--- src/rtl/memory_bank_ctrl.sv ---
// memory_bank_ctrl: async bus slave that maps a banked, byte-laned ROM
// window onto a 16-bit data bus with DTACK_N handshake and wait states.
// Optional feature macro MEMORY_BANK_CTRL_BUS_ERROR_EN: misses and writes
// answer with BERR_N; when undefined they are silently ignored.
module memory_bank_ctrl #(
  parameter int unsigned ADDR_W         = 12,
  parameter int unsigned BASE_ADDR      = 12'h400,
  parameter int unsigned BANK_SIZE_LOG2 = 7,
  parameter int unsigned NUM_BANKS      = 2,
  parameter int unsigned WAIT_CYCLES    = 1
) (
  input  logic                        CLK,
  input  logic                        RST_N,
  input  logic                        AS_N,
  input  logic                        RW,
  input  logic                        UDS_N,
  input  logic                        LDS_N,
  input  logic [ADDR_W-1:0]           ADDR,
  output logic [BANK_SIZE_LOG2-2:0]   ROM_ADDR,
  output logic [2*NUM_BANKS-1:0]      ROM_CS_N,
  input  logic [16*NUM_BANKS-1:0]     ROM_RDATA,
  output logic [15:0]                 DOUT,
  output logic                        DOE_HI,
  output logic                        DOE_LO,
  output logic                        DTACK_N,
  output logic                        BERR_N
);

  localparam int unsigned BANK_W = (NUM_BANKS > 1) ? $clog2(NUM_BANKS) : 1;
  localparam int unsigned WINDOW = NUM_BANKS << BANK_SIZE_LOG2;
  localparam int unsigned RA_W   = BANK_SIZE_LOG2 - 1;

  typedef enum logic [2:0] {
    IDLE,
    DECODE,
    WAIT,
    ACK
`ifdef MEMORY_BANK_CTRL_BUS_ERROR_EN
    , ERR
`endif
  } state_e;

  state_e                 state_q, state_d;
  logic [3:0]             cnt_q, cnt_d;
  logic                   armed_q, armed_d;
  logic [ADDR_W-1:0]      addr_q, addr_d;
  logic                   rw_q, rw_d;
  logic                   uds_q, uds_d;
  logic                   lds_q, lds_d;
  logic [BANK_W-1:0]      bank_q, bank_d;
  logic [RA_W-1:0]        rom_addr_q, rom_addr_d;
  logic [2*NUM_BANKS-1:0] cs_q, cs_d;
  logic [15:0]            dout_q, dout_d;
  logic                   doe_hi_q, doe_hi_d;
  logic                   doe_lo_q, doe_lo_d;
  logic                   dtack_q, dtack_d;
`ifdef MEMORY_BANK_CTRL_BUS_ERROR_EN
  logic                   berr_q, berr_d;
`endif

  logic [31:0]       addr_ext;
  logic [31:0]       offset;
  logic              hit;
  logic [BANK_W-1:0] bank_sel;
  logic [15:0]       rd_word;

  // Window decode of the latched (even) address, done in wide arithmetic so
  // BASE_ADDR + window cannot wrap at ADDR_W bits.
  assign addr_ext = 32'(addr_q);
  assign offset   = addr_ext - BASE_ADDR;
  assign hit      = (addr_ext >= BASE_ADDR) && (addr_ext < BASE_ADDR + WINDOW);
  assign bank_sel = BANK_W'(offset >> BANK_SIZE_LOG2);
  assign rd_word  = ROM_RDATA[16*bank_q +: 16];

  // State register and all registered outputs.
  always_ff @(posedge CLK or negedge RST_N) begin
    if (!RST_N) begin
      state_q    <= IDLE;
      cnt_q      <= '0;
      armed_q    <= 1'b0;
      addr_q     <= '0;
      rw_q       <= 1'b0;
      uds_q      <= 1'b1;
      lds_q      <= 1'b1;
      bank_q     <= '0;
      rom_addr_q <= '0;
      cs_q       <= '1;
      dout_q     <= '0;
      doe_hi_q   <= 1'b0;
      doe_lo_q   <= 1'b0;
      dtack_q    <= 1'b1;
`ifdef MEMORY_BANK_CTRL_BUS_ERROR_EN
      berr_q     <= 1'b1;
`endif
    end else begin
      state_q    <= state_d;
      cnt_q      <= cnt_d;
      armed_q    <= armed_d;
      addr_q     <= addr_d;
      rw_q       <= rw_d;
      uds_q      <= uds_d;
      lds_q      <= lds_d;
      bank_q     <= bank_d;
      rom_addr_q <= rom_addr_d;
      cs_q       <= cs_d;
      dout_q     <= dout_d;
      doe_hi_q   <= doe_hi_d;
      doe_lo_q   <= doe_lo_d;
      dtack_q    <= dtack_d;
`ifdef MEMORY_BANK_CTRL_BUS_ERROR_EN
      berr_q     <= berr_d;
`endif
    end
  end

  // Next-state and next-output logic for the bus cycle.
  always_comb begin
    state_d    = state_q;
    cnt_d      = cnt_q;
    // A new cycle may only start once AS_N has been seen high (after reset
    // or after any completed/aborted/ignored cycle).
    armed_d    = armed_q | AS_N;
    addr_d     = addr_q;
    rw_d       = rw_q;
    uds_d      = uds_q;
    lds_d      = lds_q;
    bank_d     = bank_q;
    rom_addr_d = rom_addr_q;
    cs_d       = cs_q;
    dout_d     = dout_q;
    doe_hi_d   = doe_hi_q;
    doe_lo_d   = doe_lo_q;
    dtack_d    = dtack_q;
`ifdef MEMORY_BANK_CTRL_BUS_ERROR_EN
    berr_d     = berr_q;
`endif
    case (state_q)
      IDLE: begin
        if (armed_q && !AS_N && (!UDS_N || !LDS_N)) begin
          addr_d  = ADDR & ~ADDR_W'(1);
          rw_d    = RW;
          uds_d   = UDS_N;
          lds_d   = LDS_N;
          armed_d = 1'b0;
          state_d = DECODE;
        end
      end
      DECODE: begin
        if (AS_N) begin
          state_d = IDLE;
        end else if (hit && rw_q) begin
          rom_addr_d = addr_q[BANK_SIZE_LOG2-1:1];
          bank_d     = bank_sel;
          cs_d       = '1;
          for (int unsigned b = 0; b < NUM_BANKS; b++) begin
            if (BANK_W'(b) == bank_sel) begin
              cs_d[2*b]   = uds_q;
              cs_d[2*b+1] = lds_q;
            end
          end
          cnt_d   = 4'(WAIT_CYCLES);
          state_d = WAIT;
        end else begin
`ifdef MEMORY_BANK_CTRL_BUS_ERROR_EN
          state_d = ERR;
`else
          state_d = IDLE;
`endif
        end
      end
      WAIT: begin
        if (AS_N) begin
          cs_d    = '1;
          cnt_d   = '0;
          state_d = IDLE;
        end else if (cnt_q != 4'd0) begin
          cnt_d = cnt_q - 4'd1;
        end else begin
          dout_d   = {uds_q ? 8'h00 : rd_word[15:8], lds_q ? 8'h00 : rd_word[7:0]};
          doe_hi_d = ~uds_q;
          doe_lo_d = ~lds_q;
          dtack_d  = 1'b0;
          state_d  = ACK;
        end
      end
      ACK: begin
        if (AS_N) begin
          cs_d     = '1;
          dout_d   = '0;
          doe_hi_d = 1'b0;
          doe_lo_d = 1'b0;
          dtack_d  = 1'b1;
          state_d  = IDLE;
        end
      end
`ifdef MEMORY_BANK_CTRL_BUS_ERROR_EN
      ERR: begin
        if (AS_N) begin
          berr_d  = 1'b1;
          state_d = IDLE;
        end else begin
          berr_d = 1'b0;
        end
      end
`endif
      default: state_d = IDLE;
    endcase
  end

  assign ROM_ADDR = rom_addr_q;
  assign ROM_CS_N = cs_q;
  assign DOUT     = dout_q;
  assign DOE_HI   = doe_hi_q;
  assign DOE_LO   = doe_lo_q;
  assign DTACK_N  = dtack_q;
`ifdef MEMORY_BANK_CTRL_BUS_ERROR_EN
  assign BERR_N   = berr_q;
`else
  assign BERR_N   = 1'b1;
`endif

endmodule

--- config.mk ---
export PLATFORM = sky130hd
export DESIGN_NAME = memory_bank_ctrl
export DESIGN_NICKNAME = d
export VERILOG_FILES = /design/src/rtl/memory_bank_ctrl.sv
export SDC_FILE = /design/constraint.sdc
export NUM_CORES = 1
export LEC_CHECK = 0
export BUFFER_PORTS_ARGS = -buffer_cell sky130_fd_sc_hd__buf_2
export CAP_MARGIN = 10
export CORE_MARGIN = 3
export CORE_UTILIZATION = 54
export CTS_BUF_LIST = sky130_fd_sc_hd__clkbuf_16
export CTS_CLUSTER_DIAMETER = 80
export DETAILED_ROUTE_END_ITERATION = 8
export GPL_ROUTABILITY_DRIVEN = 0
export PLACE_DENSITY = 0.91
export SETUP_SLACK_MARGIN = 0.4
export SYNTH_ARGS = -nofsm -noshare
export SYNTH_HDL_FRONTEND = slang
export SYNTH_SLANG_ARGS = --single-unit
export TNS_END_PERCENT = 100
--- constraint.sdc ---
create_clock -name CLK -period 4.2 [get_ports CLK]
set_input_delay 0.84 -clock CLK [delete_from_list [all_inputs] [get_ports CLK]]
set_output_delay 0.84 -clock CLK [all_outputs]
set_load 0.01 [all_outputs]
==> out/qor.csv <==
metric,value,unit
status,"complete, no violations",
Area contributors post-synth,"dfrtp_1, mux2_2, dfstp_2, mux2i_1, o22ai_2",
synth warn,0,
CTS sink cnt,51,
Routed Antenna Nets,0,
Startpoint Class,flop,
total power,1526,µW
Initial Utilization,58.29,%
largest net degree at the start of global routing,38,
Clock Latency Late Sink,300,ps
slew margin rel.,38.24,%
Detailed Routing Iterations Pass 1,4,
DR iter-0 viols,118,
syn avg cell area,12.16,µm²
Mapped Area,2432,µm²
final global-route overflow total,0,
worst hold path type,primary input to async pin,
Setup Skew,3.964,ps
CP arrival,2440,ps
CTS tree,built,
max-cap viol count,0,
first-pass GRT wire length,9073,µm
fin nets,325,
CTS buffer count,5,
Setup crit end kind,flop,
syn nets,252,
Critical Path RT,4330,ps
post-synthesis mux area share,16.72,%
largest family of logic cells by synthesized area,multiplexers,
routed len/inst,17.03,µm
Synth Area in XOR/XNOR,0,%
worst vdd ir,0.3120,mV
chip width,73.12,µm
"Reg clk slew, reported paths",70,ps
post-synthesis simple-gate area fraction,11.11,%
Setup TNS Final,0,ps
fin crit share,55.01,%
Detail Placement HPWL,3905,µm
io pins,80,
final setup violation count,0,
initial antenna violation count,0,
DR vias/cell,5.688,
# diodes,0,
share of the synthesized area in the top cell type,45.27,%
total wire length,5517,µm
RSZ-0062 raised after global routing,no,
port bufs,77,
fin crit period,2310,ps
P_leak,0.001438,µW
CTS Buffer Depth,2,
post-cts repair resize count,0,
GR Util All Layers,22.47,%
Yosys reg bits,51,
CTS Hold Buffers Added,0,
layout cells sized above 1,46.72,%
post-synthesis compound-gate area fraction,13.84,%
vias in the first global route,1912,
FP Rows,23,
count of cell types in the netlist,41,
final count of hold timing violations,0,
CP Max Fanout,18,
Cell Pwr Density,513.8,nW/µm²
Crit Path Class,flop to flop,
die outline area,5346,µm²
synthesized netlist cell count,200,
H-tree Lvls,2,
fmax,0.4328,GHz
vias post-DR,1843,
dominant cell type by area after synthesis,dfrtp_1,
sequential share of the synthesized area,52.83,%
die height,73.12,µm
DRC violations left,0,
max-slew violations,0,
Slew @ Worst Pin,925.4,ps
placeable core area,4173,µm²
Fillers,296,
Adder-Cell Fraction of Synth Area,1.029,%
Post-CTS Setup Repair Bufs,0,
root buffer cell,clkbuf_16,
area grow syn2layout,22.07,%
[final cells by class]
type | count | area [µm²] | area share [%]
clock buffers | 5 | 125.1 | 4.214
repair buffers | 79 | 400.4 | 13.49
flip-flops and latches | 51 | 1285 | 43.28
multi-input cells | 129 | 1042 | 35.10
clock inverters | 3 | 27.53 | 0.9271
inverters | 7 | 26.28 | 0.8850
well taps | 50 | 62.56 | 2.107
[layer usage]
| metal | track usage (%) | part of all wire (%) | vias to the layer above |
|---|---|---|---|
| met1 | 26.70 | 39 | 913 |
| met4 | 6.762 | 1.2 | 0 |
| met3 | 6.474 | 4.6 | 7 |
| met2 | 39.13 | 55 | 49 |
| li1 | - | - | 874 |
| met5 | 0 | 0 | - |
[cell usage in the layout (no fill, tap or decap), drive strengths merged]
master,count
buf,79
dfrtp,44
nand2,23
mux2,21
mux2i,17
o22ai,16
inv,9
dfstp,7
o21ai,5
clkbuf,5
nor3b,4
a211oi,4
a221oi,4
nor3,4
nand2b,4
a21oi,3
or3b,2
or3,2
a32o,2
ha,2
nor4b,2
nor2,2
o21a,1
nand3,1
nor4bb,1
nor2b,1
and2,1
o21bai,1
a211o,1
and3,1
o221ai,1
a21boi,1
o22a,1
conb,1
clkinvlp,1
[kinds of logic (layout without fill, tap and decap cells)]
family | Yosys count | after routing
adder cells (fa/ha/maj) | 2 | 2
AO/OA/AOI/OAI | 40 | 40
flip-flops | 51 | 51
other | 1 | 1
buffers and inverters | 20 | 94
multiplexers | 38 | 38
AND/OR/NAND/NOR | 48 | 48
[worst max-delay path: stages (launching register included)]
cell and delay (ps):
dfrtp_1 440, inv_1 110, ha_1 160, or3b_1 450
nor2_2 760, o21ai_0 220
[state kept, by name, indices dropped and copies added, names as in the netlist]
register,flops
cnt_q,4
DOE_HI,1
uds_q,1
rw_q,1
armed_q,1
DOUT,16
bank_q,1
state_q,2
DTACK_N,1
ROM_CS_N,4
addr_q,11
ROM_ADDR,6
DOE_LO,1
lds_q,1
[where the power goes]
part	switching, µW	total [µW]	internal, µW
clock network	193	420	227
logic	173	386	213
registers	107	719	612
total	473	1530	1050
[per-stage QoR]
stage | instances | utilization (%) | cell area, µm² | hold WS [ps] | setup slack (ps)
finish | 324 | 71.15 | 2969 | 435.8 | 1890
global route | 324 | 71.15 | 2969 | 453.4 | 1693
CTS | 324 | 71.15 | 2969 | 444.3 | 1878
detailed placement | 316 | 67.50 | 2816 | 468.3 | 1589
global placement | 316 | 67.50 | 2816 | 454.5 | 1647
floorplan | 200 | - | 2432 | 443.2 | 2169
[path summary, 6_finish.rpt]
kind | from | slack (ps) | cells after the start | to
setup reg to reg | cnt_q[0]$_DFFE_PN0P_ | 1890 | 5 | DOE_LO$_DFFE_PN0P_
max in group asynchronous | RST_N | 2970 | 2 | DTACK_N$_DFFE_PN1P_
hold / removal | RST_N | 440 | 1 | DOUT[15]$_DFFE_PN0P_
min in group CLK | armed_q$_DFF_PN0_ | 480 | 1 | armed_q$_DFF_PN0_
hold reg to reg | armed_q$_DFF_PN0_ | 480 | 1 | armed_q$_DFF_PN0_
setup / recovery | cnt_q[0]$_DFFE_PN0P_ | 1890 | 5 | DOE_LO$_DFFE_PN0P_
[Yosys cell counts]
library cell and instances:
nor4bb_1 1, buf_2 6, mux2i_1 17, o22ai_2 10, nor2b_1 1, a32o_1 2, nand3_1 1, a211o_1 1
mux2_2 21, buf_4 2, buf_6 2, and3_1 1, o22ai_1 6, nor3b_1 4, and2_1 1, dfstp_2 7
a221oi_1 4, inv_1 7, nor4b_1 1, nor2_1 1, buf_1 1, clkbuf_1 2, nand2_2 1, nor4b_4 1
dfrtp_1 44, or3_1 2, or3b_1 2, a21oi_1 3, nor3_1 4, conb_1 1, o22a_1 1, o221ai_1 1
a211oi_1 4, nor2_2 1, nand2b_1 4, ha_1 2, nand2_1 22, a21boi_0 1, o21a_1 1, o21bai_1 1
o21ai_0 5
(Power assumes the default switching activity.)
